File: src/rtl/seq_scan_pkg.sv
// Shared definitions for the serial pattern scanner: parameter defaults,
// controller FSM encoding and the cfg_len legality check.
// Optional feature macro: SEQ_SCAN_OVERLAP_EN (overlapping matches).
package seq_scan_pkg;

  localparam int WORD_W_DEF  = 16;
  localparam int PAT_MAX_DEF = 8;
  localparam int CNT_W_DEF   = 8;

  typedef enum logic [1:0] {
    ST_IDLE  = 2'd0,
    ST_SHIFT = 2'd1,
    ST_DONE  = 2'd2
  } state_e;

  // A pattern needs at least two bits and must fit the history register.
  function automatic logic len_legal(input int len, input int pat_max);
    return (len >= 2) && (len <= pat_max);
  endfunction

endpackage

File: src/rtl/seq_scan_if.sv
// Word handshake between a word source (master) and the scanner (slave).
// Optional feature macro: SEQ_SCAN_OVERLAP_EN (not used in this file).
interface seq_scan_if
  import seq_scan_pkg::*;
#(
  parameter int WORD_W = WORD_W_DEF
);
  logic              word_valid;
  logic [WORD_W-1:0] word_data;
  logic              word_last;
  logic              word_ready;

  modport master (output word_valid, output word_data, output word_last, input  word_ready);
  modport slave  (input  word_valid, input  word_data, input  word_last, output word_ready);
endinterface

File: src/rtl/seq_matcher.sv
// Bit-serial Mealy pattern comparator. Keeps a shift history of past bits and
// a fill count of how many valid history bits exist; match is combinational
// on the current bit so the controller can register it.
// Optional feature macro: SEQ_SCAN_OVERLAP_EN -- when defined the fill count
// survives a match so overlapping occurrences are reported; otherwise a match
// restarts the fill count and the next match needs len fresh bits.
module seq_matcher
  import seq_scan_pkg::*;
#(
  parameter int PAT_MAX = PAT_MAX_DEF,
  parameter int LEN_W   = $clog2(PAT_MAX + 1)
) (
  input  logic               clk,
  input  logic               rst,
  input  logic               bit_in,
  input  logic               enable,
  input  logic               clear,
  input  logic [PAT_MAX-1:0] pattern,
  input  logic [LEN_W-1:0]   len,
  output logic               match
);

`ifdef SEQ_SCAN_OVERLAP_EN
  localparam bit OVERLAP = 1'b1;
`else
  localparam bit OVERLAP = 1'b0;
`endif

  logic [PAT_MAX-1:0] hist_q, hist_d;
  logic [LEN_W-1:0]   fill_q, fill_d;
  logic [PAT_MAX-1:0] window_s;
  logic [PAT_MAX-1:0] mask_s;
  logic               match_s;

  // Most recent bits with the current one in position 0, and the mask of the
  // low len bits that take part in the comparison.
  always_comb begin
    window_s = {hist_q[PAT_MAX-2:0], bit_in};
    mask_s   = {PAT_MAX{1'b0}};
    for (int i = 0; i < PAT_MAX; i++) begin
      mask_s[i] = (i < int'(len));
    end
  end

  assign match_s = enable && !clear &&
                   (fill_q >= (len - LEN_W'(1))) &&
                   ((window_s & mask_s) == (pattern & mask_s));
  assign match   = match_s;

  // History and fill-count update; fill saturates at PAT_MAX.
  always_comb begin
    hist_d = hist_q;
    fill_d = fill_q;
    if (clear) begin
      hist_d = {PAT_MAX{1'b0}};
      fill_d = {LEN_W{1'b0}};
    end else if (enable) begin
      hist_d = window_s;
      if (match_s && !OVERLAP) begin
        fill_d = {LEN_W{1'b0}};
      end else if (fill_q < LEN_W'(PAT_MAX)) begin
        fill_d = fill_q + LEN_W'(1);
      end else begin
        fill_d = fill_q;
      end
    end else begin
      hist_d = hist_q;
      fill_d = fill_q;
    end
  end

  // History and fill-count registers.
  always_ff @(posedge clk or posedge rst) begin
    if (rst) begin
      hist_q <= {PAT_MAX{1'b0}};
      fill_q <= {LEN_W{1'b0}};
    end else begin
      hist_q <= hist_d;
      fill_q <= fill_d;
    end
  end

endmodule

File: src/rtl/seq_scan_ctrl.sv
// Frame scanner controller: accepts words over a valid/ready handshake,
// serialises each word MSB first, feeds seq_matcher and counts matches per
// frame with a saturating counter. Configuration is latched on the first
// word of a frame; an illegal length flags err and suppresses matching.
// Optional feature macro: SEQ_SCAN_OVERLAP_EN (handled inside seq_matcher).
module seq_scan_ctrl
  import seq_scan_pkg::*;
#(
  parameter int WORD_W  = WORD_W_DEF,
  parameter int PAT_MAX = PAT_MAX_DEF,
  parameter int CNT_W   = CNT_W_DEF,
  parameter int LEN_W   = $clog2(PAT_MAX + 1)
) (
  input  logic               clk,
  input  logic               rst,
  seq_scan_if.slave          bus,
  input  logic [PAT_MAX-1:0] cfg_pattern,
  input  logic [LEN_W-1:0]   cfg_len,
  output logic               match_pulse,
  output logic [CNT_W-1:0]   match_count,
  output logic               busy,
  output logic               done,
  output logic               err
);

  localparam int IDX_W = $clog2(WORD_W);

  state_e             state_q, state_d;
  logic [WORD_W-1:0]  word_q, word_d;
  logic               last_q, last_d;
  logic [IDX_W-1:0]   idx_q, idx_d;
  logic [PAT_MAX-1:0] pat_q, pat_d;
  logic [LEN_W-1:0]   len_q, len_d;
  logic               busy_q, busy_d;
  logic               err_q, err_d;
  logic [CNT_W-1:0]   count_q, count_d;
  logic               pulse_q, pulse_d;
  logic               done_q, done_d;
  logic               ready_q, ready_d;

  logic accept_s;
  logic frame_start_s;
  logic last_bit_s;
  logic match_s;
  logic m_enable_s;
  logic m_clear_s;

  assign accept_s      = bus.word_valid && ready_q;
  assign frame_start_s = accept_s && !busy_q;
  assign last_bit_s    = (idx_q == IDX_W'(WORD_W - 1));
  // Matching is suppressed for the whole frame when the latched length is bad.
  assign m_enable_s    = (state_q == ST_SHIFT) && !err_q;
  assign m_clear_s     = (state_q == ST_DONE) || frame_start_s;

  seq_matcher #(
    .PAT_MAX (PAT_MAX),
    .LEN_W   (LEN_W)
  ) u_matcher (
    .clk     (clk),
    .rst     (rst),
    .bit_in  (word_q[WORD_W-1]),
    .enable  (m_enable_s),
    .clear   (m_clear_s),
    .pattern (pat_q),
    .len     (len_q),
    .match   (match_s)
  );

  // FSM state register.
  always_ff @(posedge clk or posedge rst) begin
    if (rst) begin
      state_q <= ST_IDLE;
    end else begin
      state_q <= state_d;
    end
  end

  // Next-state logic: IDLE waits for a word, SHIFT runs WORD_W bit slots,
  // DONE is a single cycle at the end of a frame.
  always_comb begin
    state_d = state_q;
    case (state_q)
      ST_IDLE: begin
        if (accept_s) state_d = ST_SHIFT;
        else          state_d = ST_IDLE;
      end
      ST_SHIFT: begin
        if (last_bit_s) begin
          if (last_q) state_d = ST_DONE;
          else        state_d = ST_IDLE;
        end else begin
          state_d = ST_SHIFT;
        end
      end
      ST_DONE: state_d = ST_IDLE;
      default: state_d = ST_IDLE;
    endcase
  end

  // Datapath and output next values; outputs are registered from these.
  always_comb begin
    word_d  = word_q;
    last_d  = last_q;
    idx_d   = idx_q;
    pat_d   = pat_q;
    len_d   = len_q;
    busy_d  = busy_q;
    err_d   = err_q;
    count_d = count_q;
    case (state_q)
      ST_IDLE: begin
        if (accept_s) begin
          word_d = bus.word_data;
          last_d = bus.word_last;
          idx_d  = {IDX_W{1'b0}};
          if (!busy_q) begin
            pat_d   = cfg_pattern;
            len_d   = cfg_len;
            busy_d  = 1'b1;
            count_d = {CNT_W{1'b0}};
            err_d   = !len_legal(int'(cfg_len), PAT_MAX);
          end else begin
            pat_d = pat_q;
            len_d = len_q;
          end
        end else begin
          word_d = word_q;
        end
      end
      ST_SHIFT: begin
        word_d = {word_q[WORD_W-2:0], 1'b0};
        if (last_bit_s) idx_d = {IDX_W{1'b0}};
        else            idx_d = idx_q + IDX_W'(1);
        if (match_s && (count_q != {CNT_W{1'b1}})) count_d = count_q + CNT_W'(1);
        else                                      count_d = count_q;
      end
      ST_DONE: begin
        busy_d = 1'b0;
      end
      default: begin
        busy_d = 1'b0;
      end
    endcase
    pulse_d = match_s;
    done_d  = (state_d == ST_DONE);
    ready_d = (state_d == ST_IDLE);
  end

  // Datapath and registered-output flops.
  always_ff @(posedge clk or posedge rst) begin
    if (rst) begin
      word_q  <= {WORD_W{1'b0}};
      last_q  <= 1'b0;
      idx_q   <= {IDX_W{1'b0}};
      pat_q   <= {PAT_MAX{1'b0}};
      len_q   <= {LEN_W{1'b0}};
      busy_q  <= 1'b0;
      err_q   <= 1'b0;
      count_q <= {CNT_W{1'b0}};
      pulse_q <= 1'b0;
      done_q  <= 1'b0;
      ready_q <= 1'b1;
    end else begin
      word_q  <= word_d;
      last_q  <= last_d;
      idx_q   <= idx_d;
      pat_q   <= pat_d;
      len_q   <= len_d;
      busy_q  <= busy_d;
      err_q   <= err_d;
      count_q <= count_d;
      pulse_q <= pulse_d;
      done_q  <= done_d;
      ready_q <= ready_d;
    end
  end

  assign bus.word_ready = ready_q;
  assign match_pulse    = pulse_q;
  assign match_count    = count_q;
  assign busy           = busy_q;
  assign done           = done_q;
  assign err            = err_q;

endmodule

File: src/flat_wrapper.sv
// flat-port wrapper written by rule: the top's interface ports become plain ports
module seq_scan_ctrl_flat import seq_scan_pkg::*;
#(
  parameter int WORD_W  = WORD_W_DEF,
  parameter int PAT_MAX = PAT_MAX_DEF,
  parameter int CNT_W   = CNT_W_DEF,
  parameter int LEN_W   = $clog2(PAT_MAX + 1)
)
  (clk, rst, cfg_pattern, cfg_len, match_pulse, match_count, busy, done, err, bus_word_valid, bus_word_data, bus_word_last, bus_word_ready);
  seq_scan_if #(.WORD_W(WORD_W)) bus_i ();
  input  logic clk;
  input  logic rst;
  input  logic [PAT_MAX-1:0] cfg_pattern;
  input  logic [LEN_W-1:0] cfg_len;
  output logic match_pulse;
  output logic [CNT_W-1:0] match_count;
  output logic busy;
  output logic done;
  output logic err;
  input wire logic [$bits(bus_i.word_valid)-1:0] bus_word_valid;
  input wire logic [$bits(bus_i.word_data)-1:0] bus_word_data;
  input wire logic [$bits(bus_i.word_last)-1:0] bus_word_last;
  output wire logic [$bits(bus_i.word_ready)-1:0] bus_word_ready;
  assign bus_i.word_valid = bus_word_valid;
  assign bus_i.word_data = bus_word_data;
  assign bus_i.word_last = bus_word_last;
  assign bus_word_ready = bus_i.word_ready;
  seq_scan_ctrl #(.WORD_W(WORD_W), .PAT_MAX(PAT_MAX), .CNT_W(CNT_W), .LEN_W(LEN_W)) u_core (.clk(clk), .rst(rst), .bus(bus_i), .cfg_pattern(cfg_pattern), .cfg_len(cfg_len), .match_pulse(match_pulse), .match_count(match_count), .busy(busy), .done(done), .err(err));
endmodule
File: config.mk
export PLATFORM = sky130hd
export DESIGN_NAME = seq_scan_ctrl_flat
export DESIGN_NICKNAME = d
export VERILOG_FILES = /design/src/rtl/seq_scan_pkg.sv /design/src/rtl/seq_scan_if.sv /design/src/rtl/seq_matcher.sv /design/src/rtl/seq_scan_ctrl.sv /design/src/flat_wrapper.sv
export SDC_FILE = /design/constraint.sdc
export NUM_CORES = 1
export LEC_CHECK = 0
export ABC_CLOCK_PERIOD_IN_PS = 2700
export CAP_MARGIN = 20
export CORE_MARGIN = 2
export CORE_UTILIZATION = 48
export CTS_CLUSTER_DIAMETER = 80
export CTS_CLUSTER_SIZE = 30
export DETAILED_ROUTE_END_ITERATION = 10
export PLACE_DENSITY = 0.8
export SETUP_SLACK_MARGIN = 0.15
export SLEW_MARGIN = 20
export SYNTH_ARGS = -nofsm -noshare
export SYNTH_HDL_FRONTEND = slang
export SYNTH_SLANG_ARGS = --single-unit
File: constraint.sdc
create_clock -name clk -period 2.7 [get_ports clk]
set_input_delay 0.405 -clock clk [delete_from_list [all_inputs] [get_ports clk]]
set_output_delay 0.405 -clock clk [all_outputs]
set_load 0.02 [all_outputs]
==> flow_summary.yaml, run 1 <==
run_status:
  status: "finished clean"
global_route:
  busiest_layer: "met2"
  use_met2: 0.3180
  grt_pass1_wl_um: 10210
  use_met1: 0.2669
  antenna_found_initial: 0
  grt_pass1_vias: 2213
  grtUsageTotal: 0.2033
  grt-ovfl-total: 0
  grt_max_degree: 36
  grtUsageMet3: 0.05385
sta:
  max_freq_ghz: 0.3861
  fin_crit_ns: 2.590
  finalSetupViolations: 0
  tightest_slew_ns: 0.8451
  period_share: 0.9592
  finalSetupTns_ns: 0
  finalClockSkew_ns: 0.007559
  relSlewSlack: 0.4366
  rsz0062_at_grt: "true"
  finalHoldViolCount: 0
  slew_violations: 0
worst_setup_path:
  worstSetupStartpointType: "flop"
  critPathCaptureType: "flop"
  cp.arrival_ns: 2.86
  path_max_fanout: 5
  worstSetupPathType: "reg -> reg"
  cpLargestDelayFamily: "simple AND/OR/NAND/NOR gates"
  critPathBufInv: 1
  path_cells: "inv_2, ha_4, xnor2_2, ha_2, o21ai_0, a221o_1, or3b_4, or4_4, a21oi_2"
  worst-endpoint-required_ns: 2.97
  cpPeakStageDelay_ns: 0.42
  crit_slowest_cell: "dfrtp_1"
yosys:
  syn_inst: 303
  synth_ff_type: "dfrtp_1"
  synth_edf_count: 0
  syn_nets: 345
  synth_async_sr_flop_share: 1.000
  yosysSeqAreaShare: 0.5106
  ys_seq_elements: 59
  ys.warnings.count: 0
  synth.distinct_cells: 35
  syn_area_um2: 2894
  synth.avg_cell_area_um2: 9.551
drt:
  antenna_left: 0
  first_iter_violations: 115
  wire_per_inst_um: 13.66
  wl_um: 6023
  dr.pass1.iters: 4
  drc_errors: 0
  avgViaCountPerCell: 5.317
  num_vias: 2345
clock_tree:
  h-tree-depth: 3
  path_clk_slew_ns: 0.07
  cts_hold_buf: 0
  cts_buffers: 9
  cts_num_sinks: 59
  worstSkewPairLatency_ns: 0.34
  cts_tree: "done"
  cts_root_buf: "clkbuf_8"
  clock_path_buffers: 2
floorplanning:
  core_area_um2: 5886
  start_util: 0.4917
  io_pins: 45
  row_count: 28
  die_h_um: 81.65
  die_area_um2: 6667
  die_w_um: 81.65
power_and_ir_drop:
  p_leak_nw: 1.641
  power_density_nw_per_um2: 1079
  ir_worst_vdd_mv: 0.5923
cells_and_area:
  final_nets: 403
  drive_gt1_frac: 0.1175
  area_growth_pct: 27.89
  antenna_cells: 0
  layout_common_cells: "68 x nand2_1, 58 x dfrtp_1, 44 x clkdlybuf4s50_1"
  final_common_cell: "nand2_1"
  postLayoutCellArea_um2: 3701
placed_design:
  hpwl_um: 4150
  placed_area_um2: 3440
  io_buffers: 44
  routabilityCongestion: 0.8001
hold_path:
  hp-class: "in -> async"
flow_run:
  maxCapViolations: 0
[timing repair]
item | 4_1_cts | 5_1_grt
buffers inserted | 6 | 3
endpoints found under the setup margin | 6 | 7
pin swaps | 2 | 7
gates resized for setup | 1 | 5
cloned | 1 | 0
[layer usage]
layer  up-vias  part of all wire
met2        68              0.49
met1      1101              0.43
li1       1163                 -
met5         -                 0
met4         0             0.018
met3        13             0.058
[worst register-to-register path: cells and delay by family, from the launching register on]
family / cells / cell delay, ns
simple gates: 2 / 0.84
compound gates: 3 / 0.56
fa+ha+maj: 2 / 0.50
flops: 1 / 0.42
xor+xnor: 1 / 0.13
buf+inv: 1 / 0.08
[worst paths after layout]
path / slack, ns / depth (start not counted) / from / endpoint
worst max-delay path: 0.11 / 9 / u_core.len_q[0] / u_core.match_count[3]
worst min-delay path: 0.46 / 2 / rst / u_core.word_q[10]
worst max register to register: 0.11 / 9 / u_core.len_q[0] / u_core.match_count[3]
worst min register to register: 0.48 / 2 / u_core.word_q[13] / u_core.word_q[13]
max in group asynchronous: 1.66 / 3 / rst / u_core.len_q[1]
min in group clk: 0.48 / 2 / u_core.word_q[13] / u_core.word_q[13]
[synth_stat cells, drive strengths merged, types with 2 or more instances]
cell type | number | share of area
nand2 | 68 | 0.088
dfrtp | 58 | 0.50
o21ai | 29 | 0.050
mux2i | 19 | 0.066
nor2 | 18 | 0.023
a21oi | 12 | 0.021
inv | 12 | 0.016
ha | 10 | 0.043
xnor2 | 10 | 0.030
a22o | 9 | 0.027
nor3 | 8 | 0.016
clkbuf | 7 | 0.0091
nand3 | 6 | 0.010
buf | 5 | 0.010
nand2b | 4 | 0.0086
o31ai | 4 | 0.010
nand4 | 3 | 0.0065
or3 | 3 | 0.0065
or4 | 3 | 0.0078
nor3b | 2 | 0.0052
xor2 | 2 | 0.0061
[final cells by class]
| type | instances | area [um^2] |
|---|---|---|
| clock buffers | 10 | 127.6 |
| inverters | 12 | 45.04 |
| well taps | 75 | 93.84 |
| clock inverters | 6 | 32.53 |
| fillers | 474 | 2185 |
| repair buffers | 58 | 558.0 |
| flip-flops and latches | 59 | 1478 |
| multi-input cells | 221 | 1366 |
[sequential cells by signal, indices dropped and copies added, names as in the netlist]
name / flops
u_core.bus.word_ready: 1
u_core.busy: 1
u_core.done: 1
u_core.err: 1
u_core.idx_q: 4
u_core.last_q: 1
u_core.len_q: 4
u_core.match_count: 8
u_core.match_pulse: 1
u_core.pat_q: 8
u_core.state_q: 2
u_core.u_matcher.fill_q: 4
u_core.u_matcher.hist_q: 7
u_core.word_q: 16
[per-stage QoR]
stage                     setup slack [ns]  instances  hold WS [ns]  total power, mW  utilization
after floorplan                     0.2086        303        0.4492            2.703            -
final                               0.1100        441        0.4621            3.994       0.6288
after CTS                           0.1312        438        0.4746            3.960       0.6212
after global routing               0.02890        441        0.4948            4.324       0.6288
after global placement              0.1101        415        0.4606            3.084       0.5844
after detailed placement           0.02702        415        0.4694            3.149       0.5844
[power breakdown]
| group | switching [mW] | leakage, nW | internal [mW] | total, mW |
|---|---|---|---|---|
| logic | 0.895 | 0.807 | 0.862 | 1.76 |
| registers | 0.326 | 0.749 | 1.24 | 1.57 |
| clock network | 0.343 | 0.0856 | 0.324 | 0.667 |
| total | 1.57 | 1.64 | 2.43 | 3.99 |
[logic make-up after synthesis]
family	count (synthesis)	synth area share
AO/OA/AOI/OAI	61	0.1284
multiplexers	19	0.06571
XOR/XNOR	12	0.03632
AND/OR/NAND/NOR	118	0.1807
flip-flops	59	0.5106
buffers and inverters	24	0.03502
adder cells (fa/ha/maj)	10	0.04323
No activity file was read; power rests on OpenSTA's default activity.
==> run 2: changes to the inputs <==
--- a/config.mk
+++ b/config.mk
@@ -5,10 +5,10 @@
 export SDC_FILE = /design/constraint.sdc
 export NUM_CORES = 1
 export LEC_CHECK = 0
-export ABC_CLOCK_PERIOD_IN_PS = 2700
+export ABC_CLOCK_PERIOD_IN_PS = 2810
 export CAP_MARGIN = 20
 export CORE_MARGIN = 2
-export CORE_UTILIZATION = 48
+export CORE_UTILIZATION = 50
 export CTS_CLUSTER_DIAMETER = 80
 export CTS_CLUSTER_SIZE = 30
 export DETAILED_ROUTE_END_ITERATION = 10
==> constraint.sdc (replaced) <==
create_clock -name clk -period 2.81 [get_ports clk]
set_input_delay 0.4215 -clock clk [delete_from_list [all_inputs] [get_ports clk]]
set_output_delay 0.4215 -clock clk [all_outputs]
set_load 0.02 [all_outputs]
==> run 2 against run 1 <==
Against the previous run: setup slack better by 0.053 ns; largest power group unchanged; hold slack improved by 0.024 ns; via count rose by 0.94%.
==> flow_summary.yaml, run 2 (synthesis gave the netlist of run 1 again) <==
sta:
  period_share: 0.9421
  tightest_slew_ns: 0.8853
  finalClockSkew_ns: 0.007074
  layout_setup_ws_ns: 0.1627
  finalSetupTns_ns: 0
  slew_violations: 0
  finalHoldViolCount: 0
  relSlewSlack: 0.4098
  max_freq_ghz: 0.3777
  rsz0062_at_grt: "true"
  fin_crit_ns: 2.647
  finalSetupViolations: 0
placed_design:
  place_inst: 416
  routabilityCongestion: 0.9032
  hpwl_um: 4220
  io_buffers: 44
  place_ws_ns: 0.1308
cells_and_area:
  area_growth_pct: 27.11
  fillers: 450
  largest_reg_flops: 16
  final_cell_count_no_fill: 437
  drive_gt1_frac: 0.1068
  utilization: 0.6640
  final_common_cell: "nand2_1"
  layout_common_cells: "68 x nand2_1, 58 x dfrtp_1, 44 x clkdlybuf4s50_1"
  antenna_cells: 0
  regMostFlops: "u_core.word_q"
  final_nets: 402
power_and_ir_drop:
  clockPowerShare: 0.169
  finalPower_mw: 3.784
  p_comb_frac: 0.436
  ir_worst_vdd_mv: 0.6160
  p_int_mw: 2.297
  power_density_nw_per_um2: 1029
  switching_share: 0.3932
  p_seq_frac: 0.396
  p_leak_nw: 1.628
  power.switching_mw: 1.488
floorplanning:
  die_h_um: 80.08
  row_count: 27
  die_w_um: 80.08
  die_area_um2: 6413
  core_area_um2: 5540
  start_util: 0.5224
  io_pins: 45
global_route:
  grt-ovfl-total: 0
  grt_pass1_vias: 2279
  antenna_found_initial: 0
  grt_pass1_wl_um: 10260
  grt_max_degree: 36
  grtUsageTotal: 0.2099
worst_setup_path:
  critPathCaptureType: "flop"
  cpMostUsedCell: "buf_4"
  cp.arrival_ns: 2.91
  worst-endpoint-required_ns: 3.07
  worstSetupStartpointType: "flop"
  worstSetupPathType: "reg -> reg"
  path_cells: "buf_4, buf_4, ha_1, or3_1, a221o_1, or3b_1, buf_4, or3_1, a21oi_2"
  cpPeakStageDelay_ns: 0.40
  crit_slowest_cell: "dfrtp_1"
  path_max_fanout: 8
hold_path:
  hp-class: "in -> async"
drt:
  avgViaCountPerCell: 5.416
  num_vias: 2367
  drc_errors: 0
  wl_um: 6165
  wire_per_inst_um: 14.11
  first_iter_violations: 101
  dr.pass1.iters: 4
  antenna_left: 0
clock_tree:
  cts_root_buf: "clkbuf_8"
  worstSkewPairLatency_ns: 0.33
  h-tree-depth: 3
  cts_num_sinks: 59
  cts_buffers: 9
  path_clk_slew_ns: 0.07
  cts_tree: "done"
  clock_path_buffers: 2
run_status:
  status: "finished clean"
flow_run:
  maxCapViolations: 0
-- run 2: power groups by stage --
stage               Sequential [mW]  Clock, mW  Combinational, mW
floorplan                      1.47          0               1.10
global placement               1.49          0               1.47
detailed placement             1.50          0               1.52
CTS                            1.49      0.655               1.57
global route                   1.54      0.696               1.85
finish                         1.50      0.639               1.65
-- run 2: repair_timing --
item	in CTS	in global routing
pin swaps	0	4
hold buffers	0	0
cloned	0	0
setup endpoints to repair	4	6
buffers inserted	1	4
resized for setup	2	6
-- run 2: metrics by stage --
stage | area (um^2) | hold WS [ns]
floorplan | 2897 | 0.4492
global placement | 3451 | 0.4617
detailed placement | 3451 | 0.4723
CTS | 3632 | 0.4873
global route | 3679 | 0.5091
finish | 3679 | 0.4859
-- run 2: worst paths after layout --
kind / startpoint / end / slack, ns / depth (start not counted)
setup reg to reg: u_core.len_q[0] / u_core.match_count[7] / 0.16 / 9
hold reg to reg: u_core.word_q[1] / u_core.word_q[1] / 0.49 / 2
setup / recovery: u_core.len_q[0] / u_core.match_count[7] / 0.16 / 9
max in group asynchronous: rst / u_core.match_pulse / 1.73 / 3
hold / removal: rst / u_core.word_q[7] / 0.49 / 2
min in group clk: u_core.word_q[1] / u_core.word_q[1] / 0.49 / 2
-- run 2: final cells by class --
cell class,count,area [um^2],area share
Inverter,12,45.04,0.01224
Clock buffer,11,131.4,0.03571
Clock inverter,5,30.03,0.008163
Multi-Input combinational cell,220,1346,0.3660
Sequential cell,59,1478,0.4017
Timing Repair Buffer,58,558.0,0.1517
Tap cell,72,90.09,0.02449
-- run 2: routing by layer --
layer | track usage | wire length [um]
met5 | 0 | 0
met1 | 0.2792 | 2815
met3 | 0.07079 | 305
met2 | 0.3233 | 2940
met4 | 0.06949 | 104
-- run 2: worst max-delay path: cells and delay by family (launching register included) --
| kind | cells | cell delay [ns] |
|---|---|---|
| flops | 1 | 0.40 |
| compound gates | 2 | 0.48 |
| fa+ha+maj | 1 | 0.20 |
| simple gates | 3 | 1.04 |
| buf+inv | 3 | 0.45 |
